--- src/rtl/game_state_ctrl.sv ---
// EatUp game sequencer: debounced start/pause buttons, MENU/RUN/PAUSE/OVER/WIN FSM and round timer.
// Optional best-time tracking is built when HISCORE_EN is defined.
module game_state_ctrl #(
  parameter int unsigned TICK_CYCLES     = 100000000,
  parameter int unsigned DEBOUNCE_CYCLES = 1000000,
  parameter int unsigned GAME_SECONDS    = 60,
  parameter int unsigned R_MIN           = 10
) (
  input  logic       clk,
  input  logic       rst_n,
  input  logic       btn_start,
  input  logic       btn_pause,
  input  logic [5:0] r,
  output logic       gamemenu,
  output logic       gamerun,
  output logic       gamepause,
  output logic       game_over,
  output logic       game_win,
  output logic [7:0] time_left,
  output logic [7:0] best_time
);

  localparam int unsigned PW = (TICK_CYCLES > 1) ? $clog2(TICK_CYCLES) : 1;
  localparam int unsigned DW = (DEBOUNCE_CYCLES > 1) ? $clog2(DEBOUNCE_CYCLES) : 1;
  localparam logic [PW-1:0] PRESC_MAX = PW'(TICK_CYCLES - 1);
  localparam logic [DW-1:0] DEB_MAX   = DW'(DEBOUNCE_CYCLES - 1);
  localparam logic [7:0]    SECONDS   = 8'(GAME_SECONDS);

  typedef enum logic [2:0] {S_MENU, S_RUN, S_PAUSE, S_OVER, S_WIN} state_t;

  function automatic logic [4:0] flags_of(input state_t s);
    return {s == S_MENU, s == S_RUN, s == S_PAUSE, s == S_OVER, s == S_WIN};
  endfunction

  // Bit 0 is start, bit 1 is pause.
  logic [1:0]    btn_raw, sync1, sync2, deb, press;
  logic [DW-1:0] stable_cnt [2];

  assign btn_raw = {btn_pause, btn_start};

  always_ff @(posedge clk or negedge rst_n) begin
    if (!rst_n) begin
      sync1 <= '0;
      sync2 <= '0;
      deb   <= '0;
      press <= '0;
      for (int unsigned i = 0; i < 2; i++) stable_cnt[i] <= '0;
    end else begin
      sync1 <= btn_raw;
      sync2 <= sync1;
      press <= '0;
      // Counter only runs while the synchronized level disagrees with the accepted one.
      for (int unsigned i = 0; i < 2; i++) begin
        if (sync2[i] == deb[i]) begin
          stable_cnt[i] <= '0;
        end else if (stable_cnt[i] == DEB_MAX) begin
          stable_cnt[i] <= '0;
          deb[i]        <= sync2[i];
          press[i]      <= sync2[i];
        end else begin
          stable_cnt[i] <= stable_cnt[i] + 1'b1;
        end
      end
    end
  end

  logic          start_p, pause_p;
  state_t        state;
  logic [4:0]    flags_q;
  logic [7:0]    time_q, time_nx;
  logic [PW-1:0] presc;
  logic          armed, tick, lose, win;

  assign start_p = press[0];
  assign pause_p = press[1];
  assign tick    = (state == S_RUN) && (presc == PRESC_MAX);
  assign lose    = (state == S_RUN) && armed && (32'(r) <= R_MIN);
  assign win     = tick && (time_q == 8'd1);
  assign time_nx = (tick && time_q != '0) ? time_q - 8'd1 : time_q;

  always_ff @(posedge clk or negedge rst_n) begin
    if (!rst_n) begin
      state   <= S_MENU;
      flags_q <= flags_of(S_MENU);
      time_q  <= SECONDS;
      presc   <= '0;
      armed   <= 1'b0;
    end else begin
      case (state)
        S_MENU: begin
          if (start_p) begin
            state   <= S_RUN;
            flags_q <= flags_of(S_RUN);
            time_q  <= SECONDS;
            presc   <= '0;
            armed   <= 1'b0;
          end
        end
        S_RUN: begin
          presc  <= tick ? '0 : presc + 1'b1;
          time_q <= time_nx;
          if (tick) armed <= 1'b1;
          if (lose) begin
            state   <= S_OVER;
            flags_q <= flags_of(S_OVER);
          end else if (win) begin
            state   <= S_WIN;
            flags_q <= flags_of(S_WIN);
          end else if (pause_p) begin
            state   <= S_PAUSE;
            flags_q <= flags_of(S_PAUSE);
          end
        end
        S_PAUSE: begin
          if (start_p) begin
            state   <= S_MENU;
            flags_q <= flags_of(S_MENU);
          end else if (pause_p) begin
            state   <= S_RUN;
            flags_q <= flags_of(S_RUN);
          end
        end
        S_OVER, S_WIN: begin
          if (start_p) begin
            state   <= S_MENU;
            flags_q <= flags_of(S_MENU);
          end
        end
        default: begin
          state   <= S_MENU;
          flags_q <= flags_of(S_MENU);
        end
      endcase
    end
  end

  assign {gamemenu, gamerun, gamepause, game_over, game_win} = flags_q;
  assign time_left = time_q;

`ifdef HISCORE_EN
  logic [7:0] best_q, survived;

  // Uses the post-tick time so a loss on a tick edge counts that second as survived.
  assign survived = SECONDS - time_nx;

  always_ff @(posedge clk or negedge rst_n) begin
    if (!rst_n) begin
      best_q <= '0;
    end else if ((lose || win) && survived > best_q) begin
      best_q <= survived;
    end
  end

  assign best_time = best_q;
`else
  assign best_time = '0;
`endif

endmodule

--- config.mk ---
export PLATFORM = sky130hd
export DESIGN_NAME = game_state_ctrl
export DESIGN_NICKNAME = d
export VERILOG_FILES = /design/src/rtl/game_state_ctrl.sv
export SDC_FILE = /design/constraint.sdc
export NUM_CORES = 1
export LEC_CHECK = 0
export CORE_UTILIZATION = 40
export DETAILED_ROUTE_END_ITERATION = 10
export PLACE_DENSITY = 0.68
export SLEW_MARGIN = 15
export SYNTH_ARGS = -nofsm -noshare
export SYNTH_HDL_FRONTEND = slang
export SYNTH_SLANG_ARGS = --single-unit
--- constraint.sdc ---
create_clock -name clk -period 3.73 [get_ports clk]
set_input_delay 0.5595 -clock clk [delete_from_list [all_inputs] [get_ports clk]]
set_output_delay 0.5595 -clock clk [all_outputs]
set_load 0.005 [all_outputs]
==> results.toml, run 1 <==
[route]
drt_first_pass_iters = 5
wl_mm = 9.25
first_iter_violations = 214
wire_per_inst_um = 14.2
ant_nets = 0
via_per_inst = 5.54
drc_errors = 0
vias = 3611

[critical_path]
end_kind = "flip-flop"
rr_endpoint = "presc[15]$_DFFE_PN0P_"
worstReg2RegStart = "presc[0]$_DFFE_PN0P_"
r2r_setup_slack_ps = 1060
startpoint_type = "flip-flop"
worstPathArrival_ps = 2890
crit_fanout = 13
worstSetupPathType = "reg2reg"
rr_worst_depth = 8
required_ps = 3950

[status]
status = "completed"

[timing]
finalSetupTns_ps = 0
hold_viol_final = 0
slew_violations = 0
min_period_ps = 2670
tightest_slew_ps = 1030
fin_crit_sh = 0.716
setup_viol = 0
maxSlewHeadroom = 0.317
timing.fmax_mhz = 374
skew_ps = 5.02
rsz0062_at_grt = "no"

[floorplan]
die_area_mm2 = 0.0119
coreArea_mm2 = 0.0110
start_util = 0.418
io_pins = 31
rows = 38
die_y_um = 109
dieWidth_um = 109

[power_and_ir_drop]
switchingPower_uw = 397
cellPowerDensity_mw_per_mm2 = 371
switching_share = 0.205
p_int_mw = 1.54
p_leak_nw = 2.28
ir_drop_mv = 0.262
comb_power_share = 0.026
pwr-share-clk = 0.457
power_frac_seq = 0.518

[synthesis]
synth_top_cell_by_area = "dfrtp_1"
netlist_top_cells_count = "86 x dfrtp_1, 66 x nor2_1, 48 x nand2_1"
synthDominantCellAreaShare = 0.467
synth-seq-cells = 91
synth_seq_area_share = 0.496
synth-edff-count = 0
synth_flop_cell = "dfrtp_1"
synthArstFlopShare = 1.00
syn_inst = 485
synth_area_mm2 = 0.00461
syn_avg_cell_area_um2 = 9.50
yosysWarnings = 0
yosys-top-cells-area = "dfrtp_1 47%, xor2_1 6.7%, nor2_1 5.4%"
ys_types = 56
yosysMostFrequentCell = "dfrtp_1"

[global_routing]
grt_util_all_layers = 0.169
grt_pass1_wl_mm = 15.8
grt_pass1_vias = 3538
grt_max_degree = 84
gr-total-overflow = 0
antenna_found_initial = 0

[flow_run]
cap_violations = 0

[clock_network]
cts_buffers = 9
cts_tree = "yes"
cts-hold-fix-buffers = 0
clkSlewWorstSetupHoldPaths_ps = 60
clockBufferDepth = 2
clockRootBuffer = "clkbuf_16"
clkLatencyLatePin_ps = 340
cts_resized = 0
clock_sinks = 91
cts_max_level = 3
cts_setup_buffers = 0

[placed_design]
port-buffer-count = 22
place_congestion = 0.795
dp_hpwl_mm = 6.18

[hold_path]
whs_path_depth = 0
min_path_type = "reg2reg"
hold_path_end = "sync2[0]$_DFF_PN0_"
min-delay-start = "sync1[0]$_DFF_PN0_"

[final_layout]
fill_cells = 1034
area_growth_pct = 13.3
drive_above_1_share = 0.0820
antennaDiodeCount = 0
final_core_util = 0.473
nNetsFinal = 525
==> per-stage QoR <==
step | total power, mW | setup slack, ps | hold slack (ps) | cells | cell area, um^2
final | 1.94 | 1060 | 359 | 652 | 5220
after global placement | 1.07 | 1230 | 335 | 638 | 4930
after floorplan | 1.04 | 1750 | 264 | 492 | 4630
after CTS | 1.96 | 1060 | 357 | 652 | 5220
after global routing | 2.00 | 867 | 376 | 652 | 5220
after detailed placement | 1.07 | 1090 | 343 | 638 | 4930
==> power by group through the flow <==
stage	registers, mW	logic, mW	clock network (mW)
6_report	1.00	0.0496	0.884
5_1_grt	1.00	0.0587	0.937
4_1_cts	1.00	0.0522	0.904
3_5_place_dp	1.02	0.0518	0
3_3_place_gp	1.02	0.0510	0
2_1_floorplan	1.02	0.0240	0
==> state kept, by name, summed over array words and instances, names as in the netlist <==
name / flops
sync1: 2
armed: 1
sync2: 2
stable_cnt: 40
state: 2
presc: 27
flags_q: 5
press: 2
deb: 2
time_left: 8
==> final cells by class <==
cell class	count	area, um^2	area share
Sequential cell	91	2280	0.438
Multi-Input combinational cell	372	2190	0.420
Timing Repair Buffer	27	255	0.0489
Clock buffer	11	243	0.0465
Tap cell	140	175	0.0336
Clock inverter	3	40.0	0.00767
Inverter	8	30.0	0.00576
==> cell families (layout without fill, tap and decap cells) <==
family                     Yosys count  count (layout)  share of synthesized area
and+or+nand+nor                    222             222                      0.246
DFF                                 91              91                      0.496
AOI/OAI and AO/OA                   85              85                      0.108
xor gates and xnor gates            47              47                     0.0894
buffers and inverters               29              49                     0.0342
adders and majority gates            6               6                     0.0163
muxes                                4               4                    0.00978
other                                1               8                   0.000814
==> cells in the final DEF, fill, tap and decap left out, types with 7 or more instances in the layout <==
| master | Yosys | layout |
|---|---|---|
| nand2_1 | 48 | 48 |
| a21oi_1 | 14 | 14 |
| nor3_1 | 8 | 8 |
| clkbuf_16 | 0 | 9 |
| nor2_1 | 66 | 66 |
| clkdlybuf4s50_1 | 0 | 21 |
| o21ai_0 | 42 | 42 |
| nand3_1 | 41 | 41 |
| inv_1 | 8 | 8 |
| and3_1 | 18 | 18 |
| xnor2_1 | 12 | 12 |
| dfrtp_1 | 86 | 86 |
| conb_1 | 1 | 8 |
| a31oi_1 | 7 | 7 |
| xor2_1 | 35 | 35 |
| nand4_1 | 10 | 10 |
==> worst max path at each step <==
stage	from	end	slack (ps)	depth (start not counted)
finish	presc[0]$_DFFE_PN0P_	presc[15]$_DFFE_PN0P_	1060	8
CTS	presc[0]$_DFFE_PN0P_	presc[15]$_DFFE_PN0P_	1060	8
global placement	presc[0]$_DFFE_PN0P_	presc[13]$_DFFE_PN0P_	1230	8
detailed placement	presc[0]$_DFFE_PN0P_	presc[15]$_DFFE_PN0P_	1090	8
global route	presc[0]$_DFFE_PN0P_	presc[15]$_DFFE_PN0P_	870	8
floorplan	presc[0]$_DFFE_PN0P_	flags_q[3]$_DFFE_PN0P_	1750	8
==> worst max-delay path, cell delays in order (launching register included) <==
cell	delay [ps]
dfrtp_1	420
ha_1	230
and4_1	430
nand4_4	160
o21ai_1	700
buf_4	300
a31oi_1	50
o21ai_0	140
o21ai_0	90
==> routing by layer <==
layer / up-vias / routed length [um] / GRT usage
met5: - / 0 / 0
met4: 0 / 90 / 0.0486
met3: 7 / 394 / 0.0456
met2: 78 / 4530 / 0.288
met1: 1797 / 4240 / 0.209
li1: 1729 / - / -
(Power assumes the default switching activity.)
==> run 2: changes to the inputs <==
- PLACE_DENSITY: 0.68 -> 0.7
- clock period: 3.73 -> 2.3 ns (I/O delays scaled with it)
==> run 2 against run 1 <==
Effect of this change: clock skew up 1.7 ps; final area up 1.5%; register-to-register slack worse by 830 ps; maximum frequency up 29%; worst hold slack worse by 11 ps; via count down 0.78%; core utilization up 0.71 points; final cell count up 1.2%; sequential share of layout area down 0.65 points; sequential cell count unchanged; largest power group unchanged.
==> results.toml, run 2 (synthesized netlist as in run 1, its figures left out) <==
[route]
drc_errors = 0
via_per_inst = 5.43
drt-met1-wl_mm = 4.42
first_iter_violations = 228
ant_nets = 0
drt_first_pass_iters = 5
vias = 3583
wl_met3_um = 413
wire_per_inst_um = 14.2
wl_mm = 9.40
dr.max_layer_used = "met4"
wl_met2_mm = 4.40

[critical_path]
startpoint = "presc[0]$_DFFE_PN0P_"
worstPathCellList = "ha_1 -> and4_1 -> nand4_4 -> nor2_2 -> nand2_1 -> a21oi_2 -> mux2_2"
setup.worst_path.end = "flags_q[3]$_DFFE_PN0P_"
worstSetupPathType = "reg2reg"
cp_slowest_cell = "dfrtp_1"
required_ps = 2520
cp_num_cells = 7
rr_worst_depth = 7
r2r_setup_slack_ps = 230
crit_family = "simple AND/OR/NAND/NOR gates"
end_kind = "flip-flop"
rr_endpoint = "flags_q[3]$_DFFE_PN0P_"
critPathMaxStageDelay_ps = 430
crit_fanout = 6
worstReg2RegStart = "presc[0]$_DFFE_PN0P_"
startpoint_type = "flip-flop"
worstPathArrival_ps = 2300
path_buf_inv = 0

[timing]
fin_ws_ps = 227
rsz0062_at_grt = "no"
maxSlewHeadroom = 0.617
fin_crit_sh = 0.901
setup_viol = 0
skew_ps = 6.73
tightest_slew_ps = 569
timing.fmax_mhz = 482
slew_violations = 0
hold_viol_final = 0
min_period_ps = 2070
finalSetupTns_ps = 0

[floorplan]
coreArea_mm2 = 0.0110
dieWidth_um = 109
die_area_mm2 = 0.0119
io_pins = 31
die_y_um = 109
start_util = 0.418
rows = 38

[final_layout]
final_cell_mix = "86 x dfrtp_1, 65 x nor2_1, 48 x nand2_1"
area_growth_pct = 15.0
multiInputGateArea_mm2 = 0.00219
fill_cells = 1031
nNetsFinal = 531
regMostFlops = "stable_cnt"
antennaDiodeCount = 0
largest_reg_flops = 40
layout_commonest_cell = "dfrtp_1"
seq_area_mm2 = 0.00228
drive_above_1_share = 0.0942
fin_area_mm2 = 0.00530

[placed_design]
place_congestion = 0.808
port-buffer-count = 22
pre_cts_slack_ps = 168
dp_hpwl_mm = 6.40
dpl-instance-area_mm2 = 0.00498

[clock_network]
clkLatencyLatePin_ps = 340
clockRootBuffer = "clkbuf_16"
cts_max_level = 3
clkSlewWorstSetupHoldPaths_ps = 60
clockBufferDepth = 2
cts_setup_buffers = 0
cts_tree = "yes"
cts_buffers = 9
clock_sinks = 91

[global_routing]
grt_pass1_vias = 3538
grt_util_all_layers = 0.176
grt_pass1_wl_mm = 16.4
grt_max_degree = 62
gr-total-overflow = 0
antenna_found_initial = 0

[flow_run]
cap_violations = 0

[power_and_ir_drop]
power_frac_seq = 0.511
switching_share = 0.209
p_int_mw = 2.51
switchingPower_uw = 665
pwr-share-clk = 0.463
cellPowerDensity_mw_per_mm2 = 600
ir_drop_mv = 0.381
p_leak_nw = 2.31
design_power_total_mw = 3.18
comb_power_share = 0.026

[status]
status = "completed"

[hold_path]
min_path_type = "reg2reg"
-- run 2: metrics by stage --
step | hold WS [ps] | instances | util
floorplan | 49.4 | 492 | -
global placement | 316 | 643 | 0.452
detailed placement | 315 | 643 | 0.452
CTS | 352 | 660 | 0.480
global route | 360 | 660 | 0.480
finish | 349 | 660 | 0.480
-- run 2: layer usage --
| layer | vias up | track usage |
|---|---|---|
| li1 | 1747 | - |
| met1 | 1743 | 0.230 |
| met2 | 75 | 0.281 |
| met3 | 18 | 0.0486 |
| met4 | 0 | 0.0629 |
| met5 | - | 0 |
-- run 2: worst min path at each step --
stage	depth (start not counted)	start	to	slack, ps
final	0	sync1[1]$_DFF_PN0_	sync2[1]$_DFF_PN0_	350
after global routing	0	sync1[1]$_DFF_PN0_	sync2[1]$_DFF_PN0_	360
after CTS	0	sync1[1]$_DFF_PN0_	sync2[1]$_DFF_PN0_	350
after detailed placement	1	rst_n	presc[24]$_DFFE_PN0P_	310
after global placement	1	rst_n	presc[24]$_DFFE_PN0P_	320
after floorplan	0	rst_n	armed$_DFFE_PN0P_	50
-- run 2: cell type report --
type                    instances  area share
flip-flops and latches         91       0.431
multi-input cells             372       0.414
repair buffers                 33      0.0595
clock buffers                  12      0.0465
well taps                     140      0.0331
clock inverters                 4     0.00969
inverters                       8     0.00567
-- run 2: repair_timing --
action / in CTS / in global routing
setup endpoints to repair: 0 / 2
hold endpoints to repair: 25 / 0
resized for setup: 0 / 2
hold buffers: 1 / 0
-- run 2: power groups by stage --
stage	sequential, mW	combinational [mW]	clock (mW)
3_3_place_gp	1.65	0.0847	0
4_1_cts	1.62	0.0877	1.52
3_5_place_dp	1.65	0.0857	0
6_report	1.62	0.0835	1.47
5_1_grt	1.62	0.0989	1.58
2_1_floorplan	1.65	0.0390	0
==> run 3: changes to the inputs <==
- TNS_END_PERCENT: not set -> 1
==> results of run 3 <==
Final layout, timing and power as in run 2 (identical DEF).
